--- src/rtl/weight_bank_loader_pkg.sv ---
// Shared definitions for the weight bank loader.
//   state_e            : loader FSM state encoding
//   Def* localparams   : default geometry of the weight banks
package weight_bank_loader_pkg;

   localparam int unsigned DefAddrWidth = 11;
   localparam int unsigned DefDataWidth = 8;
   localparam int unsigned DefNumBanks  = 4;
   localparam int unsigned DefLayerW    = 4;

   typedef enum logic [1:0] {
      StIdle  = 2'd0,
      StLoad  = 2'd1,
      StFlush = 2'd2,
      StDone  = 2'd3
   } state_e;

endpackage

--- src/rtl/weight_bank_loader.sv ---
// Streams a layer's weight bytes from the host into NUM_BANKS weight banks. Byte k is
// written to bank k % NUM_BANKS at address k / NUM_BANKS.
// Ports:
//   clk, rst               : clock, asynchronous active-high reset
//   load_start_i           : pulse, start loading layer layer_id_i of layer_len_i words/bank
//   load_abort_i           : pulse, abandon the current load
//   layer_id_i/layer_len_i : sampled on an accepted load_start_i
//   s_valid_i/s_data_i     : host byte stream, s_ready_o is the handshake back
//   wr_en_o                : one-hot bank write enable
//   wr_addr_o/wr_data_o    : shared bank address / data
//   bank_csen_o, busy_o    : high while loading or flushing
//   layer2weight_cnt_o     : latched layer index
//   done_o                 : one-cycle pulse once the final write has been issued
module weight_bank_loader
   import weight_bank_loader_pkg::*;
#(
   parameter int unsigned ADDR_WIDTH = DefAddrWidth,
   parameter int unsigned DATA_WIDTH = DefDataWidth,
   parameter int unsigned NUM_BANKS  = DefNumBanks,
   parameter int unsigned LAYER_W    = DefLayerW
) (
   input  logic                  clk,
   input  logic                  rst,
   input  logic                  load_start_i,
   input  logic                  load_abort_i,
   input  logic [LAYER_W-1:0]    layer_id_i,
   input  logic [ADDR_WIDTH:0]   layer_len_i,
   input  logic                  s_valid_i,
   input  logic [DATA_WIDTH-1:0] s_data_i,
   output logic                  s_ready_o,
   output logic [NUM_BANKS-1:0]  wr_en_o,
   output logic [ADDR_WIDTH-1:0] wr_addr_o,
   output logic [DATA_WIDTH-1:0] wr_data_o,
   output logic                  bank_csen_o,
   output logic [LAYER_W-1:0]    layer2weight_cnt_o,
   output logic                  busy_o,
   output logic                  done_o
);

   localparam int unsigned BankW = $clog2(NUM_BANKS);
   localparam logic [BankW-1:0]  LastBank = BankW'(NUM_BANKS - 1);
   localparam logic [ADDR_WIDTH:0] MaxLen = {1'b1, {ADDR_WIDTH{1'b0}}};

   state_e                  state_q;
   logic [BankW-1:0]        bank_q;
   logic [ADDR_WIDTH:0]     addr_q;
   logic [ADDR_WIDTH:0]     len_q;
   logic                    s_ready_q;
   logic [NUM_BANKS-1:0]    wr_en_q;
   logic [ADDR_WIDTH-1:0]   wr_addr_q;
   logic [DATA_WIDTH-1:0]   wr_data_q;
   logic                    active_q;
   logic [LAYER_W-1:0]      layer_q;
   logic                    done_q;

   logic [ADDR_WIDTH:0]     len_sat;
   logic [NUM_BANKS-1:0]    bank_onehot;
   logic                    last_beat;

   always_comb begin
      // Longer layers than the banks can hold are clipped to the full bank depth.
      len_sat     = (layer_len_i > MaxLen) ? MaxLen : layer_len_i;
      bank_onehot = NUM_BANKS'(1) << bank_q;
      // len_q is never 0 in LOAD, so len_q - 1 cannot underflow there.
      last_beat   = (addr_q == (len_q - 1'b1)) && (bank_q == LastBank);
   end

   always_ff @(posedge clk or posedge rst) begin
      if (rst) begin
         state_q   <= StIdle;
         bank_q    <= '0;
         addr_q    <= '0;
         len_q     <= '0;
         s_ready_q <= 1'b0;
         wr_en_q   <= '0;
         wr_addr_q <= '0;
         wr_data_q <= '0;
         active_q  <= 1'b0;
         layer_q   <= '0;
         done_q    <= 1'b0;
      end else begin
         wr_en_q <= '0;
         done_q  <= 1'b0;
         unique case (state_q)
            StIdle: begin
               // A start in the same cycle as an abort wins; abort has no meaning in IDLE.
               if (load_start_i) begin
                  layer_q <= layer_id_i;
                  len_q   <= len_sat;
                  bank_q  <= '0;
                  addr_q  <= '0;
                  if (layer_len_i == '0) begin
                     state_q <= StDone;
                     done_q  <= 1'b1;
                  end else begin
                     state_q   <= StLoad;
                     s_ready_q <= 1'b1;
                     active_q  <= 1'b1;
                  end
               end
            end
            StLoad: begin
               // Abort beats a same-cycle transfer: the byte is dropped.
               if (load_abort_i) begin
                  state_q   <= StIdle;
                  s_ready_q <= 1'b0;
                  active_q  <= 1'b0;
               end else if (s_valid_i) begin
                  wr_en_q   <= bank_onehot;
                  wr_addr_q <= addr_q[ADDR_WIDTH-1:0];
                  wr_data_q <= s_data_i;
                  if (last_beat) begin
                     state_q   <= StFlush;
                     s_ready_q <= 1'b0;
                  end else if (bank_q == LastBank) begin
                     bank_q <= '0;
                     addr_q <= addr_q + 1'b1;
                  end else begin
                     bank_q <= bank_q + 1'b1;
                  end
               end
            end
            StFlush: begin
               // Final write is on the bus this cycle.
               active_q <= 1'b0;
               if (load_abort_i) begin
                  state_q <= StIdle;
               end else begin
                  state_q <= StDone;
                  done_q  <= 1'b1;
               end
            end
            StDone: begin
               state_q <= StIdle;
            end
            default: begin
               state_q   <= StIdle;
               s_ready_q <= 1'b0;
               active_q  <= 1'b0;
            end
         endcase
      end
   end

   assign s_ready_o          = s_ready_q;
   assign wr_en_o            = wr_en_q;
   assign wr_addr_o          = wr_addr_q;
   assign wr_data_o          = wr_data_q;
   assign bank_csen_o        = active_q;
   assign busy_o             = active_q;
   assign layer2weight_cnt_o = layer_q;
   assign done_o             = done_q;

endmodule

--- config.mk ---
export PLATFORM = sky130hd
export DESIGN_NAME = weight_bank_loader
export DESIGN_NICKNAME = d
export VERILOG_FILES = /design/src/rtl/weight_bank_loader_pkg.sv /design/src/rtl/weight_bank_loader.sv
export SDC_FILE = /design/constraint.sdc
export NUM_CORES = 1
export LEC_CHECK = 0
export CAP_MARGIN = 20
export CORE_MARGIN = 8
export CORE_UTILIZATION = 28
export CTS_CLUSTER_DIAMETER = 150
export DETAILED_ROUTE_END_ITERATION = 10
export GPL_ROUTABILITY_DRIVEN = 0
export SLEW_MARGIN = 10
export SYNTH_ARGS = -nofsm -noshare
export SYNTH_HDL_FRONTEND = slang
export SYNTH_SLANG_ARGS = --single-unit
--- constraint.sdc ---
create_clock -name clk -period 7.7 [get_ports clk]
set_input_delay 1.54 -clock clk [delete_from_list [all_inputs] [get_ports clk]]
set_output_delay 1.54 -clock clk [all_outputs]
set_load 0.02 [all_outputs]
==> results of run 1 <==
[worst min-delay path, cell delays in order (launching register included)]
cell and delay [ps]:
dfrtp_1 340, nand2_1 50, nand2_1 50
[final cells by class]
class	count	area [sq um]
Tap cell	143	178.9
Timing Repair Buffer	61	605.6
Clock inverter	6	58.81
Fill cell	1138	7072
Clock buffer	9	225.2
Inverter	18	67.56
Multi-Input combinational cell	246	1613
Sequential cell	58	1451
[power by group]
group | switching [W] | total [W] | internal (W)
registers | 0.000101 | 0.000511 | 0.000410
clock network | 0.000138 | 0.000385 | 0.000246
logic | 0.000384 | 0.000705 | 0.000321
total | 0.000623 | 0.00160 | 0.000978
[flip-flops by register name, summed over array words and instances, names as in the netlist]
name and cells:
wr_en_o 4, state_q 2, bank_csen_o 1, s_ready_o 1, layer2weight_cnt_o 4, wr_data_o 8, done_o 1, wr_addr_o 11
len_q 12, addr_q 12, bank_q 2
[metal layers]
metal | track usage | vias to the layer above
li1 | - | 1300
met1 | 0.1406 | 1247
met2 | 0.1716 | 71
met3 | 0.03744 | 12
met4 | 0.03837 | 0
met5 | 0 | -
[synth_stat cells, types with 2 or more instances]
library cell	instances
a2111oi_4	2
buf_6	2
a21oi_1	8
xor2_1	6
a211oi_1	2
a221oi_1	3
or3_1	3
nand2b_1	14
a211oi_2	4
mux2_2	5
o21ai_0	15
nor2_1	14
nand4b_1	2
o22ai_1	5
xnor2_1	7
nand2_1	68
a31oi_1	3
clkbuf_1	10
dfrtp_1	58
nor4_1	5
o22a_1	2
ha_1	10
inv_1	18
a22o_1	5
and3_1	6
nand3_1	7
nand4_1	6
nor2b_1	3
mux2i_1	10
nor3_1	6
[cells in the final DEF (no fill, tap or decap), drive strengths merged, types with 2 or more instances in the layout]
cell type / n
nand2: 68
clkdlybuf4s50: 59
dfrtp: 58
inv: 18
o21ai: 16
nand2b: 15
nor2: 14
mux2i: 10
ha: 10
clkbuf: 9
a21oi: 8
nand3: 7
xnor2: 7
xor2: 6
nor3: 6
nand4: 6
and3: 6
nor4: 6
a211oi: 6
o22ai: 5
a22o: 5
mux2: 5
clkinv: 5
or3: 3
nor2b: 3
a31oi: 3
a221oi: 3
nand4b: 2
o22a: 2
a2111oi: 2
buf: 2
or4: 2
and2: 2
a211o: 2
[logic make-up (layout without fill, tap and decap cells)]
kind of cell	Yosys count	count (layout)	share of synthesized area
muxes	15	15	0.04881
and+or+nand+nor	145	145	0.2245
buffers and inverters	32	94	0.04373
adders and majority gates	10	10	0.03905
AOI/OAI and AO/OA	63	63	0.1554
DFF	58	58	0.4529
xor gates and xnor gates	13	13	0.03553
[metrics by stage]
stage	setup WS [ps]	cells	power, W	utilization	area [sq um]
floorplan	4732	336	0.0009730	-	3204
global placement	3577	526	0.001210	0.3474	3916
detailed placement	3445	526	0.001227	0.3474	3916
CTS	3746	541	0.001622	0.3726	4200
global route	3512	541	0.001721	0.3726	4200
finish	3735	541	0.001601	0.3726	4200
[how the worst max path moves through the flow]
stage	endpoint	depth (start not counted)	slack, ps
6_report	addr_q[10]$_DFFE_PP0P_	6	3730
5_1_grt	addr_q[10]$_DFFE_PP0P_	6	3510
4_1_cts	addr_q[10]$_DFFE_PP0P_	6	3750
3_5_place_dp	addr_q[10]$_DFFE_PP0P_	6	3450
3_3_place_gp	addr_q[8]$_DFFE_PP0P_	6	3580
2_1_floorplan	addr_q[0]$_DFFE_PP0P_	1	4730
==> summary.txt, run 1 <==
Detailed routing
  – Drt first pass iters: 4
  – DRC viols: 0
  – Met3 routed WL: between 600 and 700 um
  – Vias/cell: ~5
  – Max layer used: met4
  – Routed Antenna Nets: 0
  – Vias: roughly 2,600
  – Met2 routed WL: 3506 um
  – Total wire length: between 7000 and 8000 um
  – Met1 WL: around 3700 um
  – DRT iter0 DRCs: around 120
  – Average wire per standard cell: between 10 and 15 um

Clocking
  – CTS Buffer Depth: 2
  – Post-CTS sizing: 0
  – Worst-path clk slew: approximately 50 ps
  – Clk root buf: clkbuf_16
  – CTS tree: yes
  – CTS Hold Buffers Added: 0
  – # clock sinks: a little under 60
  – Worst-Skew Late Latency: between 300 and 400 ps
  – CTS H-tree depth: 3
  – Post-CTS setup buffer count: 0
  – Cts bufs inserted: 9

Power
  – VDD IR max: approximately 180 uV
  – Leakage: ~1.8 nW
  – Power density over the cells: 381.2 mW/mm^2

Final layout
  – Nets@finish: 433
  – Layout cells sized above 1: 0.08794
  – Antenna cell count: 0
  – Area Overhead vs Synth: 31.08%

STA
  – TNS Setup: 0 ps
  – Final-report hold violation count: 0
  – Slew HR: 0.4204
  – Hold Slack: ~470 ps
  – Max Clock Skew: a little over 4 ps
  – RSZ-0062 raised after global routing: false
  – Fin crit share: 0.5149
  – Final min period: 3965 ps
  – Slew @ Worst Pin: about 870 ps
  – Setup-failing EPs final: 0
  – Max Fclk: approximately 250 MHz
  – Final Max Slew Viols: 0

Synth
  – Post-Syn Instances: ~340
  – Mapped Avg Cell Area: 9.537 sq um
  – EDFF count, synth: 0
  – Async SR Flop Fraction: 1.000
  – Post-Syn Nets: between 300 and 400
  – Seq/Total Area, Yosys: 0.4529
  – Cell area after synthesis: between 0.003 and 0.004 sq mm
  – Synth area leaders: dfrtp_1 45%, nand2_1 8.0%, ha_1 3.9%
  – Yosys reg bits: between 50 and 60
  – Ys Warns: 0
  – Synth area leader: dfrtp_1
  – Top cell type's share of synthesized area: 0.4529
  – Count of cell types in the netlist: 57
  – Prevailing post-synth register cell: dfrtp_1

Global route
  – Total congestion overflow: 0
  – Antenna violations before repair: 0
  – First-pass GRT wire length: approximately 13,000 um
  – Largest net degree at the start of global routing: 59
  – GRT Util Overall: 0.1104
  – Vias in the first global route: between 2,000 and 3,000

Critical path
  – Startpoint Class: input pin
  – Worst R2R End: addr_q[10]$_DFFE_PP0P_
  – CP Class: in -> reg
  – CP startpoint: load_abort_i
  – R2R setup slack: roughly 4300 ps
  – Largest delay share family, worst path: compound AO/OA/AOI/OAI gates
  – Data arrival time of the critical path: 4190 ps
  – Crit. End Element: register
  – Slowest stage delay, CP: between 500 and 600 ps
  – Data required time at the worst endpoint: 7930 ps
  – CP bufs+invs: 1
  – Worst r2r src: state_q[1]$_DFFE_PP0P_
  – CP Cell Sequence: clkdlybuf4s50_1 -> nor2_1 -> nand2_1 -> a211o_4 -> a2111oi_4 -> mux2i_1
  – CP max-delay cell: nand2_1
  – Crit path max fanout: 28
  – Reg2Reg Depth: 8

Flow run
  – MaxCap Viol Count: 0

Die
  – # rows: 39
  – Die Wd: between 100 and 150 um
  – Boundary Pins: 60
  – CORE AREA: between 0.01 and 0.015 sq mm
  – Initial Utilization: 0.2843
  – Die Height: 123.0 um
  – DIE AREA: between 0.015 and 0.02 sq mm

Min path
  – Hold endpoint: wr_addr_o[4]$_DFFE_PP0P_
  – Min-delay worst type: reg -> reg
  – Hold path depth: 2
  – Worst hold start: wr_addr_o[4]$_DFFE_PP0P_

Placement
  – Final HPWL DP: ~5800 um
  – Number of port buffers: approximately 60

Run status
  – Status: finished clean
Note: power is estimated with default switching activity, not from simulation.
==> run 2: changes to the inputs <==
==> constraint.sdc (replaced) <==
create_clock -name clk -period 3.9 [get_ports clk]
set_input_delay 0.78 -clock clk [delete_from_list [all_inputs] [get_ports clk]]
set_output_delay 0.78 -clock clk [all_outputs]
set_load 0.02 [all_outputs]
==> run 2 against run 1 <==
Net effect: first-iteration DRC count up 23%; combinational power up 99%; register-to-register slack worse by 3400 ps; via count up 1.2%; clock skew up 1.6 ps; utilization up 0.59 points; power up 100%; critical path depth up 3; worst setup slack worse by 2900 ps; clock power up 120%; critical endpoint unchanged; highest routed layer unchanged.
==> summary.txt, run 2 (synthesis gave the netlist of run 1 again) <==
Run status
  – Status: finished clean

Die
  – # rows: 39
  – CORE AREA: ~0.011 sq mm
  – Die Height: approximately 120 um
  – Boundary Pins: 60
  – Die Wd: approximately 120 um
  – Initial Utilization: 0.2843
  – DIE AREA: 0.01512 sq mm

STA
  – Setup-failing EPs final: 0
  – Max Fclk: ~330 MHz
  – Fin crit share: 0.7859
  – TNS Setup: 0 ps
  – Final-report hold violation count: 0
  – Worst Setup Slack, final: about 830 ps
  – Slew HR: 0.4453
  – RSZ-0062 raised after global routing: false
  – Slew @ Worst Pin: between 800 and 900 ps
  – Max Clock Skew: 5.732 ps
  – Final min period: 3065 ps
  – Final Max Slew Viols: 0

Clocking
  – Worst-path clk slew: about 50 ps
  – Post-CTS setup buffer count: 0
  – Worst-Skew Late Latency: roughly 330 ps
  – CTS Hold Buffers Added: 0
  – Post-CTS sizing: 0
  – # clock sinks: 58
  – Cts bufs inserted: 9
  – Clk root buf: clkbuf_16
  – CTS H-tree depth: 3
  – CTS tree: yes
  – CTS Buffer Depth: 2

Critical path
  – Crit path max fanout: 12
  – CP Class: reg -> reg
  – CP Cell Sequence: inv_1 -> ha_1 -> or3b_2 -> or3_1 -> a21oi_1 -> nor4_2 -> a211o_4 -> a2111oi_4 -> mux2i_1
  – Data arrival time of the critical path: roughly 3300 ps
  – Crit. End Element: register
  – Startpoint Class: register
  – Slowest stage delay, CP: ~500 ps
  – Data required time at the worst endpoint: a little over 4000 ps
  – Reg2Reg Depth: 9
  – CP max-delay cell: or3b_2

Power
  – Total power: 0.003257 W
  – Power density over the cells: ~760 mW/mm^2
  – Leakage: around 1.8 nW
  – VDD IR max: between 300 and 400 uV

Detailed routing
  – Total wire length: 7983 um
  – Vias/cell: 4.874
  – Drt first pass iters: 4
  – Average wire per standard cell: ~15 um
  – Vias: 2,661
  – DRT iter0 DRCs: 142
  – Routed Antenna Nets: 0
  – DRC viols: 0

Min path
  – Min-delay worst type: reg -> reg
  – Hold path depth: 2

Global route
  – First-pass GRT wire length: approximately 13,000 um
  – Largest net degree at the start of global routing: 40
  – GRT Util Overall: 0.1092
  – Vias in the first global route: between 2,000 and 3,000
  – Total congestion overflow: 0
  – Antenna violations before repair: 0

Placement
  – Dpl cells: 530
  – Pre-CTS setup slack: 882.9 ps
  – Placed Area: 0.003946 sq mm
  – Number of port buffers: slightly below 60
  – Final HPWL DP: 5878 um

Final layout
  – Post-route insts no fill: about 550
  – Antenna cell count: 0
  – Final instance area: ~0.0043 sq mm
  – Most common cell after layout, fill and taps aside: nand2_1
  – Area Overhead vs Synth: 33.15%
  – Nets@finish: about 440
  – Most frequent cells in the layout: 68 x nand2_1, 59 x clkdlybuf4s50_1, 58 x dfrtp_1
  – Layout cells sized above 1: 0.09677

Flow run
  – MaxCap Viol Count: 0
run 2: cell count changes in the layout (fill, tap and decap cells not counted):
cell / delta
clkinv_2: -2
clkinv_4: -1
clkbuf_1: +1
bufinv_16: +1
clkinvlp_4: +1
buf_4: +4
clkbuf_8: +1
run 2: cell type report:
type / instances / area, sq um
fillers: 1164 / 7005
repair buffers: 65 / 635.6
flip-flops and latches: 58 / 1451
well taps: 143 / 178.9
multi-input cells: 246 / 1613
clock buffers: 11 / 242.7
inverters: 18 / 67.56
clock inverters: 5 / 77.57
run 2: worst paths after layout:
check,from,end,slack [ps]
setup / recovery,len_q[0]$_DFFE_PP0P_,addr_q[10]$_DFFE_PP0P_,830
hold / removal,wr_addr_o[4]$_DFFE_PP0P_,wr_addr_o[4]$_DFFE_PP0P_,470
setup reg to reg,len_q[0]$_DFFE_PP0P_,addr_q[10]$_DFFE_PP0P_,830
hold reg to reg,wr_addr_o[4]$_DFFE_PP0P_,wr_addr_o[4]$_DFFE_PP0P_,470
max in group asynchronous,rst,wr_en_o[3]$_DFF_PP0_,2280
min in group asynchronous,rst,wr_addr_o[3]$_DFFE_PP0P_,950
run 2: worst max-delay path: cells and delay by family, from the launching register on:
kind            cells  cell delay, ps
compound gates      3            1000
buf+inv             1              90
flops               1             440
fa+ha+maj           1             270
mux                 1             220
simple gates        3             940
run 2: metal layers:
| metal | part of all wire | vias up | wire (um) | GRT usage |
|---|---|---|---|---|
| met2 | 0.43 | 75 | 3470 | 0.1665 |
| met5 | 0 | - | 0 | 0 |
| met1 | 0.47 | 1262 | 3741 | 0.1398 |
| met4 | 0.011 | 0 | 86 | 0.03461 |
| li1 | - | 1314 | - | - |
| met3 | 0.086 | 10 | 685 | 0.04247 |
run 2: where the power goes:
group,internal (W),switching (W),leakage [nW]
Clock,0.000574,0.000271,0.156
Combinational,0.000643,0.000760,0.910
Sequential,0.000810,0.000199,0.759
Total,0.00203,0.00123,1.82
run 2: metrics by stage:
step / util / hold slack (ps)
after global placement: 0.3501 / 458.4
after detailed placement: 0.3501 / 462.8
final: 0.3785 / 468.3
after global routing: 0.3785 / 494.5
after CTS: 0.3785 / 476.1
after floorplan: - / 493.4
==> run 3: changes to the inputs <==
==> constraint.sdc (replaced) <==
create_clock -name clk -period 2.62 [get_ports clk]
set_input_delay 0.524 -clock clk [delete_from_list [all_inputs] [get_ports clk]]
set_output_delay 0.524 -clock clk [all_outputs]
set_load 0.02 [all_outputs]
==> run 3 against run 2 <==
Net effect: critical path depth unchanged; clock skew about the same; clock-buffer cell count unchanged; the flow now finishes with violations (setup timing); die area unchanged; cell area up 5.5%; sequential power up 44%; global-route usage up 0.31 points; final cell count up 3.3%; register-to-register slack worse by 840 ps; wire length up 4.6%; via count up 3.0%; power up 60%.
==> summary.txt, run 3 (synthesis gave the netlist of run 1 again) <==
Placement
  – Number of port buffers: 59
  – Placed Area: roughly 0.0041 sq mm
  – Pre-CTS setup slack: -86.15 ps
  – Final HPWL DP: roughly 6100 um

Die
  – Boundary Pins: 60
  – # rows: 39
  – DIE AREA: between 0.015 and 0.02 sq mm
  – CORE AREA: 0.01127 sq mm
  – Initial Utilization: 0.2843
  – Die Wd: around 120 um
  – Die Height: 123.0 um

Global route
  – First-pass GRT wire length: 13,480 um
  – Total congestion overflow: 0
  – Antenna violations before repair: 0
  – Largest net degree at the start of global routing: between 50 and 60
  – GRT Util Overall: 0.1124
  – Vias in the first global route: ~2,800

STA
  – Final min period: between 2000 and 3000 ps
  – Hold Slack: ~470 ps
  – Fin crit share: 1.003
  – RSZ-0062 raised after global routing: true
  – Max Fclk: 380.5 MHz
  – Setup-failing EPs final: 1
  – Worst Setup Slack, final: -8.432 ps
  – Slew HR: 0.6687
  – Slew @ Worst Pin: between 400 and 500 ps
  – Max Clock Skew: roughly 5.8 ps
  – Final Max Slew Viols: 0
  – Final-report hold violation count: 0

Clocking
  – CTS Buffer Depth: 2
  – # clock sinks: 58
  – CTS tree: yes
  – Cts bufs inserted: 9
  – CTS Hold Buffers Added: 0
  – CTS H-tree depth: 3
  – Worst-Skew Late Latency: ~330 ps
  – Clk root buf: clkbuf_16
  – Worst-path clk slew: ~50 ps

Final layout
  – Area of the multi-input gates: between 0.0015 and 0.002 sq mm
  – Filler instances: 1,128
  – Antenna cell count: 0
  – Final core utilization: 0.3995
  – Register Area: approximately 0.0015 sq mm
  – Final instance area: 0.004503 sq mm
  – Nets@finish: approximately 460
  – Layout cells sized above 1: 0.1686
  – Area Overhead vs Synth: 40.53%
  – Most common cell after layout, fill and taps aside: nand2_1
  – Most frequent cells in the layout: 68 x nand2_1, 59 x clkdlybuf4s50_1, 58 x dfrtp_1

Detailed routing
  – Routed Antenna Nets: 0
  – DRC viols: 0
  – Drt first pass iters: 4
  – DRT iter0 DRCs: approximately 210
  – Vias/cell: about 5
  – Average wire per standard cell: 14.80 um
  – Vias: 2,742
  – Total wire length: about 8400 um

Run status
  – Status: finished with violations
  – Violated checks: setup timing

Power
  – VDD IR max: 621.0 uV
  – Leakage: ~1.9 nW
  – Total power: around 0.0052 W
  – Power density over the cells: between 1000 and 1500 mW/mm^2

Min path
  – Min-delay worst type: reg -> reg

Flow run
  – MaxCap Viol Count: 0

Critical path
  – Data arrival time of the critical path: 2880 ps
  – Startpoint Class: register
  – CP Class: reg -> reg
  – Data required time at the worst endpoint: ~2900 ps
  – Crit path max fanout: 6
  – Crit. End Element: register
[run 3: changes by cell type in the layout (fill, tap and decap cells not counted), sizes merged]
cell | before | now
buf | 6 | 23
a211o | 2 | 3
[run 3: power breakdown]
part           internal, W  leakage, nW  switching, W
clock             0.000854        0.156      0.000412
combinational      0.00117         1.02       0.00133
sequential         0.00121        0.759      0.000246
[run 3: cell type report]
type | instances | share of cell area
tap | 143 | 0.03973
inverter | 18 | 0.01500
clock inverter | 5 | 0.01723
timing repair buffer | 82 | 0.1723
clock buffer | 11 | 0.05390
sequential | 58 | 0.3223
multi-input combinational | 247 | 0.3795
[run 3: worst max-delay path, cell delays in order, from the launching register on]
cell,delay [ps]
dfrtp_1,410
inv_2,80
ha_4,120
or3b_4,400
o31ai_2,210
a21oi_1,100
o22a_2,280
a211o_4,410
a2111oi_4,320
mux2i_1,220
[run 3: metrics by stage]
step,TNS [ps],instances
floorplan,0,336
CTS,0,564
finish,-8.432,564
detailed placement,-238.8,546
global placement,-67.48,546
global route,-779.2,564
[run 3: metal layers]
metal	global-route usage	part of all wire
met2	0.1801	0.46
met5	0	0
met4	0.03988	0.012
met1	0.1375	0.45
met3	0.03973	0.073
[run 3: final timing paths]
check                                               from  cells after the start                        to  slack, ps
worst max register to register      len_q[1]$_DFFE_PP0P_                      9     addr_q[8]$_DFFE_PP0P_         -8
worst min register to register  wr_addr_o[4]$_DFFE_PP0P_                      2  wr_addr_o[4]$_DFFE_PP0P_        470
worst max-delay path                len_q[1]$_DFFE_PP0P_                      9     addr_q[8]$_DFFE_PP0P_         -8
worst min-delay path            wr_addr_o[4]$_DFFE_PP0P_                      2  wr_addr_o[4]$_DFFE_PP0P_        470
min in group asynchronous                            rst                      3  wr_data_o[4]$_DFFE_PP0P_        580
max in group asynchronous                            rst                      3     len_q[11]$_DFFE_PP0P_       1780
[run 3: what timing repair did]
item | 4_1_cts | 5_1_grt
buffers inserted | 1 | 0
endpoints found under the setup margin | 5 | 15
cloned | 1 | 0
pin swaps | 5 | 4
resized for setup | 5 | 7
==> patch, RTL diff (settings of run 2) <==
Register the output `layer2weight_cnt_o` once more; this adds one clock of latency there. The other outputs are not delayed to match.
--- a/src/rtl/weight_bank_loader.sv
+++ b/src/rtl/weight_bank_loader.sv
@@ -148,7 +148,9 @@
    assign wr_data_o          = wr_data_q;
    assign bank_csen_o        = active_q;
    assign busy_o             = active_q;
-   assign layer2weight_cnt_o = layer_q;
+   always_ff @(posedge clk) begin
+      layer2weight_cnt_o <= layer_q;
+   end
    assign done_o             = done_q;
 
 endmodule
Check against the original RTL: not equivalent (a bounded check fails within 4 cycles, from zero or initial values and one cycle with rst high).
==> patch against run 2 <==
  * Routed wire length fell by 2.6%
  * Worst setup slack got worse by 330 ps
  * Clock skew fell by 0.55 ps
  * Power fell by 5.8%
  * Sequential cell count rose by 4
  * Maximum frequency fell by 9.7%
  * Synthesized area rose by 1.6%
  * Cell area fell by 0.73%
  * Sequential share of layout area rose by 2.1 points
  * First-iteration DRC count rose by 12%
  * Largest power group unchanged
==> patch: results (changes against run 2) <==
- Diodes inserted: 0 (unchanged)
- Post-synth cell types: 58 (+1.8%)
- Post-DP HPWL: 5.94 mm (+1.0%)
- Synth cell count leaders: nand2_1 (83), dfrtp_1 (58), nor2_1 (17)
- WHS Endpoint: layer2weight_cnt_o[2]$_DFF_P_
- Final nets: 439 (+0.46%)
- Synth Area in XOR/XNOR: 0.0350 (-0.000546)
- Slew of the pin with the lowest slew margin: 865 ps (+34.6 ps)
- Initial DRC count: 159 (+12%)
- Ys async rst share: 0.935 (-0.0645)
- Outcome: complete, no violations
- Max Clock Skew: 5.18 ps (-0.550 ps)
- Met2 WL post-DR: 3.67 mm (+5.9%)
- R2R setup slack: 510 ps (-330 ps)
- GRT Overall Usage: 0.108 (-0.00102)
- Synth Area in Compound Gates: 0.149 (-0.00623)
- First-pass GRT wire length: 13.0 mm (-2.0%)
- Hold Startpoint: layer_q[2]$_DFFE_PP0P_
- CP Data Arrival Time: 3620 ps (+310 ps)
- Share of cells above drive strength 1: 0.0938 (-0.00295)
- Worst hold path cell count: 0 (-2)
- Int Power: 1.86 mW (-8.4%)
- Multiplexer area fraction after synthesis: 0.0481 (-0.000751)
- Post-Synth Adder-Cell Area: 0.0384 (-0.000600)
- Crit path max fanout: 16 (+4)
- RR Endpoint: addr_q[2]$_DFFE_PP0P_
- Routed wire per std cell: 14.2 µm (-3.0%)
- CP peak stage delay: 610 ps (+110 ps)
- Syn Nets: 385 (+2.7%)
- Metal3 WL: 521 µm (-24%)
- Largest net degree at the start of global routing: 31 (-23%)
- Leak Pwr: 1.91 nW (+4.7%)
- Final hold slack: 362 ps (-106 ps)
- Metal-1 WL: 3.51 mm (-6.1%)
- Critical-path cell with the highest stage delay: nor4b_1
- Synth area leaders: dfrtp_1 (45%), nand2_1 (9.6%), ha_1 (3.8%), mux2i_1 (3.1%), nand2b_1 (2.5%)
==> patch: cell types whose count changed after synthesis, moves of 4 or more <==
cell / change
o22ai_1: -4
dfxtp_1: +4
clkbuf_1: +5
o21ai_0: -5
inv_1: -5
a211oi_2: -4
nand2_1: +15
==> patch: stage by stage <==
step | setup WS [ps] | instance area (µm²) | instances
after floorplan | 1000 | 3250 | 346
after global placement | 653 | 3960 | 532
after detailed placement | 533 | 3960 | 532
after CTS | 525 | 4240 | 548
after global routing | 110 | 4240 | 548
final | 506 | 4240 | 548
==> patch: worst register-to-register path, stage by stage (launching register included) <==
cell	delay (ps)
dfrtp_1	430
inv_1	80
ha_1	320
nor4b_1	610
nand2_1	150
xnor2_1	160
a2111oi_2	520
a31oi_2	440
a32o_1	390
a31o_1	180
==> patch: per-layer routing <==
metal  vias to the layer above  track usage
li1                       1299            -
met1                      1254        0.131
met2                        58        0.172
met3                         6       0.0358
met4                         0       0.0482
met5                         -            0
==> patch: kinds of logic (layout without fill, tap and decap cells) <==
group,count (synthesis),in the layout
compound gates,61,61
xor+xnor,13,13
fa+ha+maj,10,10
buf+inv,32,91
flops,62,62
mux,15,15
simple gates,153,153
==> patch: power by group through the flow <==
stage                     Combinational (mW)  Clock [mW]  Sequential, mW
after floorplan                        0.860           0            1.08
after global routing                    1.48       0.787            1.04
after CTS                               1.35       0.749            1.01
after global placement                  1.32           0            1.01
final                                   1.33       0.730            1.00
after detailed placement                1.35           0            1.02
==> patch: how the worst max path moves through the flow <==
stage,start,to,slack (ps),cells after the start
after floorplan,len_q[0]$_DFFE_PP0P_,addr_q[8]$_DFFE_PP0P_,1000,11
after global placement,len_q[0]$_DFFE_PP0P_,addr_q[2]$_DFFE_PP0P_,650,9
after detailed placement,len_q[0]$_DFFE_PP0P_,addr_q[2]$_DFFE_PP0P_,530,9
after CTS,len_q[0]$_DFFE_PP0P_,addr_q[2]$_DFFE_PP0P_,530,9
after global routing,len_q[0]$_DFFE_PP0P_,addr_q[5]$_DFFE_PP0P_,110,9
final,len_q[0]$_DFFE_PP0P_,addr_q[2]$_DFFE_PP0P_,510,9
==> patch: layout make-up <==
type | count | area [µm²]
inverter | 13 | 48.8
timing repair buffer | 62 | 613
clock buffer | 9 | 225
fill | 1185 | 7130
tap | 143 | 179
clock inverter | 7 | 50.0
multi-input combinational | 252 | 1590
sequential | 62 | 1530
